**config.mk**
```make
export PLATFORM = sky130hd
export DESIGN_NAME = rs_issue_scheduler
export DESIGN_NICKNAME = d
export VERILOG_FILES = /design/src/rtl/rs_issue_scheduler_pkg.sv /design/src/rtl/rs_issue_scheduler_age_select.sv /design/src/rtl/rs_issue_scheduler.sv
export SDC_FILE = /design/constraint.sdc
export NUM_CORES = 1
export LEC_CHECK = 0
export ABC_AREA = 1
export CORE_MARGIN = 1.5
export CORE_UTILIZATION = 55
export CTS_CLUSTER_SIZE = 28
export DETAILED_ROUTE_END_ITERATION = 8
export PLACE_DENSITY = 0.74
export SLEW_MARGIN = 40
export SYNTH_ARGS = -nofsm -noshare
export SYNTH_HDL_FRONTEND = slang
export SYNTH_HIERARCHICAL = 1
export SYNTH_SLANG_ARGS = --single-unit
```
**constraint.sdc**
```tcl
create_clock -name clk -period 4.9 [get_ports clk]
set_input_delay 0.98 -clock clk [delete_from_list [all_inputs] [get_ports clk]]
set_output_delay 0.98 -clock clk [all_outputs]
set_load 0.005 [all_outputs]
```
**src/rtl/rs_issue_scheduler_pkg.sv**
```systemverilog
// Shared types and widths for the reservation-station scheduler and its neighbours.
package rs_issue_scheduler_pkg;

  localparam int RS_DEPTH  = 8;
  localparam int PREG_W    = 7;
  localparam int ROB_W     = 4;
  localparam int PAYLOAD_W = 44;

  localparam logic [1:0] FU_ALU = 2'b00;
  localparam logic [1:0] FU_BR  = 2'b01;
  localparam logic [1:0] FU_LSU = 2'b10;

  typedef struct packed {
    logic                 valid;
    logic                 rdy1;
    logic                 rdy2;
    logic [PREG_W-1:0]    prs1;
    logic [PREG_W-1:0]    prs2;
    logic [PREG_W-1:0]    prd;
    logic [ROB_W-1:0]     rob_tag;
    logic [PAYLOAD_W-1:0] payload;
  } rs_entry_t;

endpackage

```
**src/rtl/rs_issue_scheduler_age_select.sv**
```systemverilog
// Oldest-ready picker: grants the candidate that no other candidate is older than.
module rs_age_select #(
  parameter int DEPTH = 8
) (
  input  logic [DEPTH-1:0]            cand,
  input  logic [DEPTH-1:0][DEPTH-1:0] age,
  output logic [DEPTH-1:0]            grant,
  output logic [$clog2(DEPTH)-1:0]    grant_idx,
  output logic                        grant_valid
);
  import rs_issue_scheduler_pkg::*;

  localparam int IDX_W = $clog2(DEPTH);

  logic [DEPTH-1:0] blocked;

  // age[j][c] set means j is older than c, so an older candidate blocks c
  always_comb begin
    blocked = '0;
    for (int c = 0; c < DEPTH; c++) begin
      for (int j = 0; j < DEPTH; j++) begin
        if ((j != c) && cand[j] && age[j][c]) blocked[c] = 1'b1;
      end
    end
  end

  assign grant       = cand & ~blocked;
  assign grant_valid = |cand;

  always_comb begin
    grant_idx = '0;
    for (int i = 0; i < DEPTH; i++) begin
      if (grant[i]) grant_idx = IDX_W'(i);
    end
  end

endmodule

```
**src/rtl/rs_issue_scheduler.sv**
```systemverilog
// Reservation station: buffers renamed micro-ops, wakes them on CDB broadcasts,
// and issues the oldest fully-ready one over a valid/ready handshake.
module rs_issue_scheduler #(
  parameter int DEPTH     = rs_issue_scheduler_pkg::RS_DEPTH,
  parameter int PREG_W    = rs_issue_scheduler_pkg::PREG_W,
  parameter int ROB_W     = rs_issue_scheduler_pkg::ROB_W,
  parameter int PAYLOAD_W = rs_issue_scheduler_pkg::PAYLOAD_W
) (
  input  logic                     clk,
  input  logic                     reset,
  input  logic                     flush,
  input  logic                     disp_valid,
  output logic                     disp_ready,
  input  logic [PREG_W-1:0]        disp_prs1,
  input  logic                     disp_prs1_rdy,
  input  logic [PREG_W-1:0]        disp_prs2,
  input  logic                     disp_prs2_rdy,
  input  logic [PREG_W-1:0]        disp_prd,
  input  logic [ROB_W-1:0]         disp_rob_tag,
  input  logic [PAYLOAD_W-1:0]     disp_payload,
  input  logic                     cdb_valid,
  input  logic [PREG_W-1:0]        cdb_preg,
  output logic                     issue_valid,
  input  logic                     issue_ready,
  output logic [PREG_W-1:0]        issue_prs1,
  output logic [PREG_W-1:0]        issue_prs2,
  output logic [PREG_W-1:0]        issue_prd,
  output logic [ROB_W-1:0]         issue_rob_tag,
  output logic [PAYLOAD_W-1:0]     issue_payload,
  output logic [$clog2(DEPTH):0]   occupancy
);
  import rs_issue_scheduler_pkg::*;

  localparam int IDX_W = $clog2(DEPTH);
  localparam int CNT_W = $clog2(DEPTH) + 1;

  logic [DEPTH-1:0]            valid;
  logic [DEPTH-1:0]            rdy1;
  logic [DEPTH-1:0]            rdy2;
  logic [DEPTH-1:0][DEPTH-1:0] age;

  logic [PREG_W-1:0]    ent_prs1    [DEPTH];
  logic [PREG_W-1:0]    ent_prs2    [DEPTH];
  logic [PREG_W-1:0]    ent_prd     [DEPTH];
  logic [ROB_W-1:0]     ent_rob_tag [DEPTH];
  logic [PAYLOAD_W-1:0] ent_payload [DEPTH];

  logic [DEPTH-1:0] cand;
  logic [DEPTH-1:0] grant;
  logic [IDX_W-1:0] grant_idx;
  logic [IDX_W-1:0] free_idx;
  logic             grant_valid;
  logic             cdb_hit;
  logic             disp_fire;
  logic             issue_fire;
  logic             byp1;
  logic             byp2;

  assign cand = valid & rdy1 & rdy2;

  rs_age_select #(.DEPTH(DEPTH)) u_age_select (
    .cand        (cand),
    .age         (age),
    .grant       (grant),
    .grant_idx   (grant_idx),
    .grant_valid (grant_valid)
  );

  // Preg 0 is the hardwired zero register and never produces a wakeup
  assign cdb_hit     = cdb_valid && (cdb_preg != '0);
  assign disp_ready  = (occupancy < CNT_W'(DEPTH)) && !flush;
  assign issue_valid = grant_valid && !flush;
  assign disp_fire   = disp_valid && disp_ready;
  assign issue_fire  = issue_valid && issue_ready;
  assign byp1        = disp_prs1_rdy || (cdb_hit && (cdb_preg == disp_prs1));
  assign byp2        = disp_prs2_rdy || (cdb_hit && (cdb_preg == disp_prs2));

  always_comb begin
    free_idx = '0;
    for (int i = DEPTH - 1; i >= 0; i--) begin
      if (!valid[i]) free_idx = IDX_W'(i);
    end
  end

  always_comb begin
    issue_prs1    = '0;
    issue_prs2    = '0;
    issue_prd     = '0;
    issue_rob_tag = '0;
    issue_payload = '0;
    for (int i = 0; i < DEPTH; i++) begin
      if (grant[i]) begin
        issue_prs1    = ent_prs1[i];
        issue_prs2    = ent_prs2[i];
        issue_prd     = ent_prd[i];
        issue_rob_tag = ent_rob_tag[i];
        issue_payload = ent_payload[i];
      end
    end
  end

  always_ff @(posedge clk or posedge reset) begin
    if (reset) begin
      valid     <= '0;
      rdy1      <= '0;
      rdy2      <= '0;
      age       <= '0;
      occupancy <= '0;
    end else if (flush) begin
      valid     <= '0;
      occupancy <= '0;
    end else begin
      for (int i = 0; i < DEPTH; i++) begin
        if (valid[i] && cdb_hit && (ent_prs1[i] == cdb_preg)) rdy1[i] <= 1'b1;
        if (valid[i] && cdb_hit && (ent_prs2[i] == cdb_preg)) rdy2[i] <= 1'b1;
      end
      if (issue_fire) valid[grant_idx] <= 1'b0;
      // New entry is younger than every live one; its own row starts clean
      if (disp_fire) begin
        valid[free_idx] <= 1'b1;
        rdy1[free_idx]  <= byp1;
        rdy2[free_idx]  <= byp2;
        age[free_idx]   <= '0;
        for (int j = 0; j < DEPTH; j++) begin
          if (valid[j]) age[j][free_idx] <= 1'b1;
        end
      end
      case ({disp_fire, issue_fire})
        2'b10:   occupancy <= occupancy + CNT_W'(1);
        2'b01:   occupancy <= occupancy - CNT_W'(1);
        default: occupancy <= occupancy;
      endcase
    end
  end

  always_ff @(posedge clk) begin
    if (disp_fire) begin
      ent_prs1[free_idx]    <= disp_prs1;
      ent_prs2[free_idx]    <= disp_prs2;
      ent_prd[free_idx]     <= disp_prd;
      ent_rob_tag[free_idx] <= disp_rob_tag;
      ent_payload[free_idx] <= disp_payload;
    end
  end

endmodule

```
## Word-level counts from Yosys, hierarchy flattened

Memories as Yosys holds them, arrays and structs flattened.
Cells that the tools add are included.

- Bits in latches: 0
- Output and inout bits: 75
- ROM bits: 0
- Bits in registers: 92
- Memories: 5
- Logic and storage cells: 327
- Memory bits (writable): 552

- $mul: 0
- Div/mod/pow operators: 0
- Order comparisons: 5
- Multiplexer cells: 169
- Bitwise operators: 18
- Eq/ne operators: 20
- $add $sub $neg: 2
- Reductions and logical operators: 96
- Shifts and indexed selects: 0

Memories:

| name | words | bits a word | read ports | clocked after memory_dff | wr ports | RTL line | source |
|---|---|---|---|---|---|---|---|
| ent_payload | 8 | 44 | 8 | 0 | 1 | rs_issue_scheduler.sv:46 | `logic [PAYLOAD_W-1:0] ent_payload [DEPTH];` |
| ent_prd | 8 | 7 | 8 | 0 | 1 | rs_issue_scheduler.sv:44 | `logic [PREG_W-1:0] ent_prd [DEPTH];` |
| ent_prs1 | 8 | 7 | 8 | 0 | 1 | rs_issue_scheduler.sv:42 | `logic [PREG_W-1:0] ent_prs1 [DEPTH];` |
| ent_prs2 | 8 | 7 | 8 | 0 | 1 | rs_issue_scheduler.sv:43 | `logic [PREG_W-1:0] ent_prs2 [DEPTH];` |
| ent_rob_tag | 8 | 4 | 8 | 0 | 1 | rs_issue_scheduler.sv:45 | `logic [ROB_W-1:0] ent_rob_tag [DEPTH];` |

Operators by type and width:

| cell | number |
|---|---|
| 44-bit 2-to-1 mux | 8 |
| 7-bit 2-to-1 mux | 24 |
| 7-bit equality test | 18 |
| 8-bit 2-to-1 mux | 15 |
| 1-bit 2-to-1 mux | 93 |
| 1-bit logical AND | 89 |
| 8-bit OR | 9 |
| 64-bit bitwise AND | 1 |
| 64-bit inverter | 1 |
| 3-bit 2-to-1 mux | 12 |
| 4-bit 2-to-1 mux | 9 |
| 8-bit bitwise AND | 4 |
| 8-bit demux with 3-bit select | 1 |
| 8-bit bitwise mux | 2 |
| 8-bit inverter | 2 |
| 3-bit by 4-bit < comparator with 1-bit output (second input constant) | 2 |
| 4-bit case mux with 2 select lines | 1 |
| 8-bit OR reduction | 1 |
| 7-bit nonzero test | 1 |
| 1-bit demux with 3-bit select | 2 |
| 3-bit by 1-bit greater-or-equal comparator with 1-bit output (second input constant) | 2 |
| 4-bit by 1-bit adder with 4-bit output (second input constant) | 1 |
| 4-bit < comparator (second input constant) | 1 |
| 2-bit 2-to-1 mux | 2 |
| 8 further kinds | 9 |

## Depth between registers and ports, before layout

Gate-level depths: netlist of the first run.

- Depth in word-level cells: 30
- Mapped depth: 21

## Cells and area by module

The synthesis of the first run kept the hierarchy.

Modules (own cells, without submodules):

| module | sequential area each (µm²) | cells each | area an instance (µm²) | times used |
|---|---|---|---|---|
| rs_issue_scheduler | 18,878.1 | 2,454 | 27,601.5 | 1 |
| rs_age_select | 0.0 | 133 | 565.5 | 1 |

## Least setup slack after synthesis of the first run

OpenSTA, ideal clock, no wires.

- Path type: input to register
- Start point: input flush
- End point: memory ent_payload[7][0], enable pin
- Data required time: 4,477 ps
- Stages: 7
- Slack: 1,343 ps
- Library setup time: 423 ps
- Arrival time: 3,134 ps
- Cell sequence: nor2_4 > nand2_4 > inv_1 > buf_4 > nand4_4 > buf_6 > inv_1

- Longest elaborated chain between the ends: 5

RTL lines:

| what | RTL line | source |
|---|---|---|
| from (decl) | rs_issue_scheduler.sv:11 | `input logic flush,` |
| 1-bit logical NOT | rs_issue_scheduler.sv:71 | `assign disp_ready = (occupancy < CNT_W'(DEPTH)) && !flush;` |
| 1-bit logical AND | rs_issue_scheduler.sv:71 |  |
| 1-bit logical AND | rs_issue_scheduler.sv:73 | `assign disp_fire = disp_valid && disp_ready;` |
| 1-bit 2-to-1 mux | rs_issue_scheduler.sv:137 | `if (disp_fire) begin` |
| 1-bit 2-to-1 mux (not written as such) | rs_issue_scheduler.sv:142 | `ent_payload[free_idx] <= disp_payload;` |
| to (decl) | rs_issue_scheduler.sv:46 |  |

No other way between the ends.

## Worst setup path after layout of the first run

- Start point: register valid[5]
- End point: output issue_payload[43]

- Elaborated cells between the ends (all ways): 38
- Those cells by class: 27 x mux; 4 x bitwise; 7 x reduce/logical

RTL lines:

| what | RTL line | source |
|---|---|---|
| from (decl) | rs_issue_scheduler.sv:37 | `logic [DEPTH-1:0] valid;` |
| from (signal assigned) | rs_issue_scheduler.sv:104 | `valid <= '0;` |
| from (signal assigned) | rs_issue_scheduler.sv:110 | `valid <= '0;` |
| from (signal, indexed assignment) | rs_issue_scheduler.sv:117 | `if (issue_fire) valid[grant_idx] <= 1'b0;` |
| 8-bit bitwise AND (2 in a row) | rs_issue_scheduler.sv:59 | `assign cand = valid & rdy1 & rdy2;` |
| net cand[5] | rs_issue_scheduler.sv:48 | `logic [DEPTH-1:0] cand;` |
| 8-bit bitwise AND | rs_issue_scheduler_age_select.sv:27 | `assign grant = cand & ~blocked;` |
| net grant[5] | rs_issue_scheduler.sv:49 | `logic [DEPTH-1:0] grant;` |
| 44-bit 2-to-1 mux (3 in a row) | rs_issue_scheduler.sv:92 | `if (grant[i]) begin` |
| to (decl) | rs_issue_scheduler.sv:29 | `output logic [PAYLOAD_W-1:0] issue_payload,` |

The timed path passes the listed nets, and every way through them passes these cells.

==> results of run 1 <==
-- critical path: stages (launching register included) --
cell	delay [ns]
dfrtp_1	0.42
inv_1	0.11
nor3_1	0.22
buf_4	0.23
nand2_1	0.07
nor2_1	0.22
nand2_1	0.19
inv_6	0.37
buf_12	0.31
a21oi_1	0.10
nand2_1	0.09
nand2_1	0.05
nand2_1	0.17
clkdlybuf4s50_1	0.56
-- routing by layer --
metal | track usage | up-vias | part of all wire
li1 | - | 8984 | -
met5 | 0 | - | 0.00042
met2 | 0.444 | 892 | 0.49
met1 | 0.368 | 9518 | 0.41
met4 | 0.0863 | 4 | 0.023
met3 | 0.0408 | 117 | 0.079
-- state kept, by name, summed over array words and instances, names as in the netlist, named ones only --
signal / cells
occupancy: 4
rdy1: 8
valid: 8
rdy2: 8
ent_prd: 56
ent_prs1: 56
ent_prs2: 56
ent_payload: 352
age: 48
ent_rob_tag: 32
-- worst max path at each step --
stage                     cells after the start  slack [ns]           endpoint
after floorplan                               7        1.35  ent_payload[7][0]
after global placement                       17        0.64  issue_payload[43]
after detailed placement                     17        0.65  issue_payload[43]
after CTS                                    17        0.02  issue_payload[43]
after global routing                         19       0.007  issue_payload[43]
final                                        13        0.18  issue_payload[43]
-- through the flow --
step	power (mW)	hold slack, ns
6_report	11.8	0.473
5_1_grt	12.1	0.493
4_1_cts	11.8	0.476
3_5_place_dp	6.80	0.462
3_3_place_gp	6.78	0.456
2_1_floorplan	6.47	0.442
-- layout by cell type, fill, tap and decap left out, types with 3 or more instances in the layout --
| cell type | count |
|---|---|
| nand2_2 | 6 |
| a21oi_1 | 232 |
| inv_2 | 15 |
| a21oi_2 | 5 |
| o41ai_1 | 8 |
| and3_1 | 3 |
| buf_6 | 3 |
| clkinv_1 | 8 |
| xnor2_1 | 82 |
| clkbuf_1 | 15 |
| inv_6 | 4 |
| clkinvlp_4 | 3 |
| nand2_1 | 774 |
| o21ai_1 | 6 |
| edfxtp_1 | 552 |
| nand4_1 | 11 |
| nor2_1 | 205 |
| nor2_4 | 6 |
| buf_4 | 29 |
| xor2_1 | 44 |
| inv_4 | 4 |
| buf_12 | 23 |
| o21ai_0 | 38 |
| inv_1 | 121 |
| nand2_4 | 8 |
| clkinv_8 | 3 |
| dfrtp_1 | 84 |
| o21ai_2 | 6 |
| clkbuf_8 | 4 |
| bufinv_16 | 7 |
| clkbuf_16 | 69 |
| clkdlybuf4s50_1 | 158 |
| nand3_1 | 100 |
| o211ai_1 | 69 |
| clkinv_2 | 8 |
| nor3_1 | 20 |
-- cell type report --
type / count / area share
Clock inverter: 31 / 0.0113
Inverter: 143 / 0.0172
Clock buffer: 87 / 0.0556
Timing Repair Buffer: 214 / 0.0711
Multi-Input combinational cell: 1645 / 0.246
Tap cell: 672 / 0.0258
Sequential cell: 636 / 0.573
-- report_power, final --
part / total, mW / internal (mW) / switching [mW] / leakage (nW)
Clock: 5.09 / 2.99 / 2.10 / 1.06
Sequential: 6.03 / 5.98 / 0.0423 / 6.07
Combinational: 0.668 / 0.280 / 0.388 / 5.51
Total: 11.8 / 9.25 / 2.53 / 12.6
==> results.ini, run 1 <==
[hold_path]
holdPathStages=2
hp-class=register to register
min_from=age[3]
min_to=age[3]

[sta]
min_period_over_period=0.964
min_period_ns=4.72
tightest_slew_ns=0.777
hold_viol=0
finalMaxSlewViolations=0
layout_setup_ws_ns=0.176
slew_headroom=0.480
rsz0062_at_grt=no
clock.fmax_mhz=212
final.setup_skew_ns=0.0179
finalSetupTns_ns=0
final-setup-viol-count=0

[routing]
avgRoutedWirePerCell_um=20.4
vias=19500
post_drt_via_cell_ratio=5.69
drc_errors=0
initialDrtViolationCount=2105
ant_nets=0
drt-pass1-iter-count=5
drt-total-wl_mm=69.8

[placement]
place_area_sq_um=30400
detailed_place_hpwl_mm=40.9
pre_cts_ws_ns=0.652
placed_cells=3310
globalplace.congestion=0.892
port_buffers=158

[final_layout]
fillers=3819
final_core_util=0.651
regArea_sq_um=18700
area_delta_synth_final_pct=16.8
design_area_sq_um=32600
drive_gt1_frac=0.0784
diodes=0
final_nets=2793
multi_input_area_sq_um=8020
final_cell_count_no_fill=3428

[cts]
cts_htree_levels=3
cts_resized=0
numClockSinks=636
cts-root-buf=clkbuf_16
clkTransAtPathRegs_ns=0.06
cts_tree=yes
clk_path_buf_depth=3
cts_setup_buffers=0
clk_latency_ns=0.60
cts_buffers=66
postCtsHoldBufs=0

[pwr]
p_leak_nw=12.6
ir_drop_mv=0.342
p_per_area_nw_per_um2=361

[synth]
synth_nets=2650
syn_avg_cell_area_sq_um=10.9
ys_warn_count=6
netlist_area_sq_um=27900
synthCells=2563

[critical_path]
cp_max_fo=46
cp-end-kind=primary output
r2r_setup_slack_ns=1.77
r2r_end=occupancy[3]
timing_worst_setup_path_type=register to primary output
worstReg2RegStart=valid[2]
worstSetupStartpoint=valid[5]
cp.arrival_ns=3.74
start_kind=register
cp.required_ns=3.92
rr_worst_depth=15

[global_routing]
grt_pass1_vias=19500
grt_max_degree=71
gr-total-overflow=0
grt_pass1_wl_mm=109
grt_usage=0.268
antenna_found_initial=2

[floorplanning]
die_w_um=228
initial_core_util=0.557
fp.dieH_um=228
design.core.area_sq_um=50100
rows=82
dieArea_sq_um=52100
io_pins=159

[status]
status=complete, no violations

[job]
drv_cap=0

Note: power is estimated with default switching activity, not from simulation.
==> run 2, diff against run 1 <==
--- a/config.mk
+++ b/config.mk
@@ -14,5 +14,4 @@
 export SLEW_MARGIN = 40
 export SYNTH_ARGS = -nofsm -noshare
 export SYNTH_HDL_FRONTEND = slang
-export SYNTH_HIERARCHICAL = 1
 export SYNTH_SLANG_ARGS = --single-unit
==> results.ini, run 2 <==
[pwr]
ir_drop_mv=0.334  ; was 0.342 mV
p_per_area_nw_per_um2=348  ; was 361 nW/um^2
p_leak_nw=13.3  ; was 12.6 nW
fin_total_pwr_mw=11.4  ; was 11.8 mW

[synth]
yosysTopAreaCellShare=0.587
syn_avg_cell_area_sq_um=10.4  ; was 10.9 sq um
yosys.area.top_type=edfxtp_1
yosysMostFrequentCell=nand2_1
synth-xor-area-share=0.0400
synth_top_family_by_area=simple AND/OR/NAND/NOR gates
async_flop_share=0.132
synth_compound_area_frac=0.0497
synth_mux_area_frac=0
synth_nets=2811  ; was 2650
synthAdderAreaFrac=0.00159
netlist_top_cells_count=780 x nand2_1, 552 x edfxtp_1, 279 x inv_1, 253 x nor2_1, 160 x nand3_1
synth-seq-cells=636
synthFlopType=edfxtp_1
synth_edf_count=552
synth.distinct_cells=39
ys_warn_count=0  ; was 6
ys_seq_area_frac=0.661
synthSimpleGateAreaFrac=0.184
netlist_area_sq_um=28200  ; was 27900 sq um
synthCells=2724  ; was 2563
synthTopCellsByArea=edfxtp_1 59%, nand2_1 10%, dfrtp_1 7.4%, inv_1 3.7%, nor2_1 3.4%

[routing]
initialDrtViolationCount=1999  ; was 2105
drc_errors=0  ; unchanged
drt-pass1-iter-count=6  ; was 5
drt-total-wl_mm=73.8  ; was 69.8 mm
vias=20000  ; was 19500
avgRoutedWirePerCell_um=20.5  ; was 20.4 um
post_drt_via_cell_ratio=5.56  ; was 5.69
ant_nets=0  ; unchanged

[cts]
clk_path_buf_depth=3  ; unchanged
cts-root-buf=clkbuf_16  ; unchanged
clk_latency_ns=0.60  ; about the same
cts_tree=yes  ; unchanged
postCtsHoldBufs=0  ; unchanged
numClockSinks=636  ; unchanged
cts_buffers=66  ; unchanged
clkTransAtPathRegs_ns=0.06  ; about the same
cts_htree_levels=3  ; unchanged
cts_resized=0  ; unchanged
cts_setup_buffers=0  ; unchanged

[placement]
port_buffers=158  ; unchanged
detailed_place_hpwl_mm=44.0  ; was 40.9 mm
placed_cells=3484  ; was 3310
globalplace.congestion=0.977  ; was 0.892

[critical_path]
timing_worst_setup_path_type=register to primary output  ; unchanged
cp_max_fo=22  ; was 46
cp.required_ns=3.92  ; about the same
start_kind=register  ; unchanged
cp-end-kind=primary output  ; unchanged
cp.arrival_ns=3.67  ; was 3.74 ns

[sta]
slew_headroom=0.463  ; was 0.480
final.setup_skew_ns=0.0282  ; was 0.0179 ns
min_period_over_period=0.949  ; was 0.964
hold_viol=0  ; unchanged
rsz0062_at_grt=no  ; unchanged
tightest_slew_ns=0.803  ; was 0.777 ns
finalMaxSlewViolations=0  ; unchanged
hold_ws_ns=0.480  ; was 0.473 ns
finalSetupTns_ns=0  ; unchanged
clock.fmax_mhz=215  ; was 212 MHz
min_period_ns=4.65  ; was 4.72 ns
final-setup-viol-count=0  ; unchanged

[floorplanning]
dieArea_sq_um=52700  ; was 52100 sq um
fp.dieH_um=230  ; was 228 um
die_w_um=230  ; was 228 um
design.core.area_sq_um=50400  ; was 50100 sq um
rows=82  ; unchanged
initial_core_util=0.561  ; was 0.557
io_pins=159  ; unchanged

[hold_path]
hp-class=register to register  ; unchanged

[final_layout]
fillers=3778  ; was 3819
layout_common_cells=778 x nand2_1, 552 x edfxtp_1, 277 x inv_1  ; was 774 x nand2_1, 552 x edfxtp_1, 232 x a21oi_1
final_common_cell=nand2_1  ; unchanged
largest_reg_flops=352  ; unchanged
largest-register=ent_payload  ; unchanged
final_cell_count_no_fill=3603  ; was 3428
diodes=0  ; unchanged
drive_gt1_frac=0.0648  ; was 0.0784
area_delta_synth_final_pct=16.0  ; was 16.8%
final_nets=2967  ; was 2793

[global_routing]
grt_max_degree=77  ; was 71
antenna_found_initial=2  ; unchanged
grt_pass1_vias=20300  ; was 19500
grt_pass1_wl_mm=114  ; was 109 mm
grt_usage=0.282  ; was 0.268
gr-total-overflow=0  ; unchanged

[job]
drv_cap=0  ; unchanged

[status]
status=complete, no violations  ; unchanged

run 2: cell types whose count changed in the layout (fill, tap and decap cells not counted), moves of 47 or more:
| cell | delta |
|---|---|
| nand3_1 | +60 |
| o211ai_1 | -69 |
| nor2_1 | +47 |
| a21oi_1 | -118 |
| xor2_1 | +56 |
| inv_1 | +156 |
| xnor2_1 | -53 |
| o21ai_0 | +59 |
run 2: cell families after synthesis:
group | Yosys count
flip-flops | 636
AND/OR/NAND/NOR | 1266
XOR/XNOR | 129
AO/OA/AOI/OAI | 266
adder cells (fa/ha/maj) | 3
buffers and inverters | 424
run 2: metal layers:
metal	up-vias	track usage	routed length (um)
met5	-	0	26
met2	878	0.475	36300
li1	9307	-	-
met3	164	0.0472	5630
met4	4	0.109	2360
met1	9691	0.368	29500
run 2: report_power, final:
group | internal, mW | switching, mW
registers | 5.97 | 0.0367
clock network | 2.87 | 2.03
logic | 0.188 | 0.313
run 2: per-stage QoR:
stage	area, sq um	utilization	setup WS (ns)
after global routing	32800	0.650	0.0134
final	32800	0.650	0.249
after floorplan	28200	-	1.05
after CTS	32800	0.650	0.198
after global placement	30700	0.608	0.536
after detailed placement	30700	0.609	0.571
run 2: critical path: stages, from the launching register on:
cell	delay [ns]
dfrtp_1	0.47
nand3_2	0.24
nor2_1	0.06
nor2_1	0.27
nand2_1	0.12
nor2_2	0.15
nand2_1	0.10
clkinv_2	0.30
buf_4	0.39
nand2_1	0.09
nand3_1	0.11
nand2_1	0.07
nand2_1	0.08
nand2_1	0.06
nand2_1	0.05
clkdlybuf4s50_1	0.49
run 2: worst paths after layout:
path / end / slack [ns] / start / cells after the start
worst max-delay path: issue_payload[30] / 0.25 / valid[6] / 15
worst min-delay path: age[10] / 0.48 / age[10] / 2
worst max register to register: ent_payload[6][27] / 1.78 / valid[6] / 8
worst min register to register: age[10] / 0.48 / age[10] / 2
max in group asynchronous: rdy1[5] / 3.29 / reset / 3
min in group asynchronous: asynchronous set/reset pin / 0.78 / reset / 2
run 2: area by class of cell:
type / count / area, sq um / share of cell area
Sequential cell: 636 / 18700 / 0.570
Timing Repair Buffer: 211 / 2200 / 0.0671
Multi-Input combinational cell: 1664 / 7810 / 0.238
Inverter: 301 / 1140 / 0.0349
Clock buffer: 88 / 1820 / 0.0555
Clock inverter: 31 / 275 / 0.00840
Tap cell: 672 / 841 / 0.0257
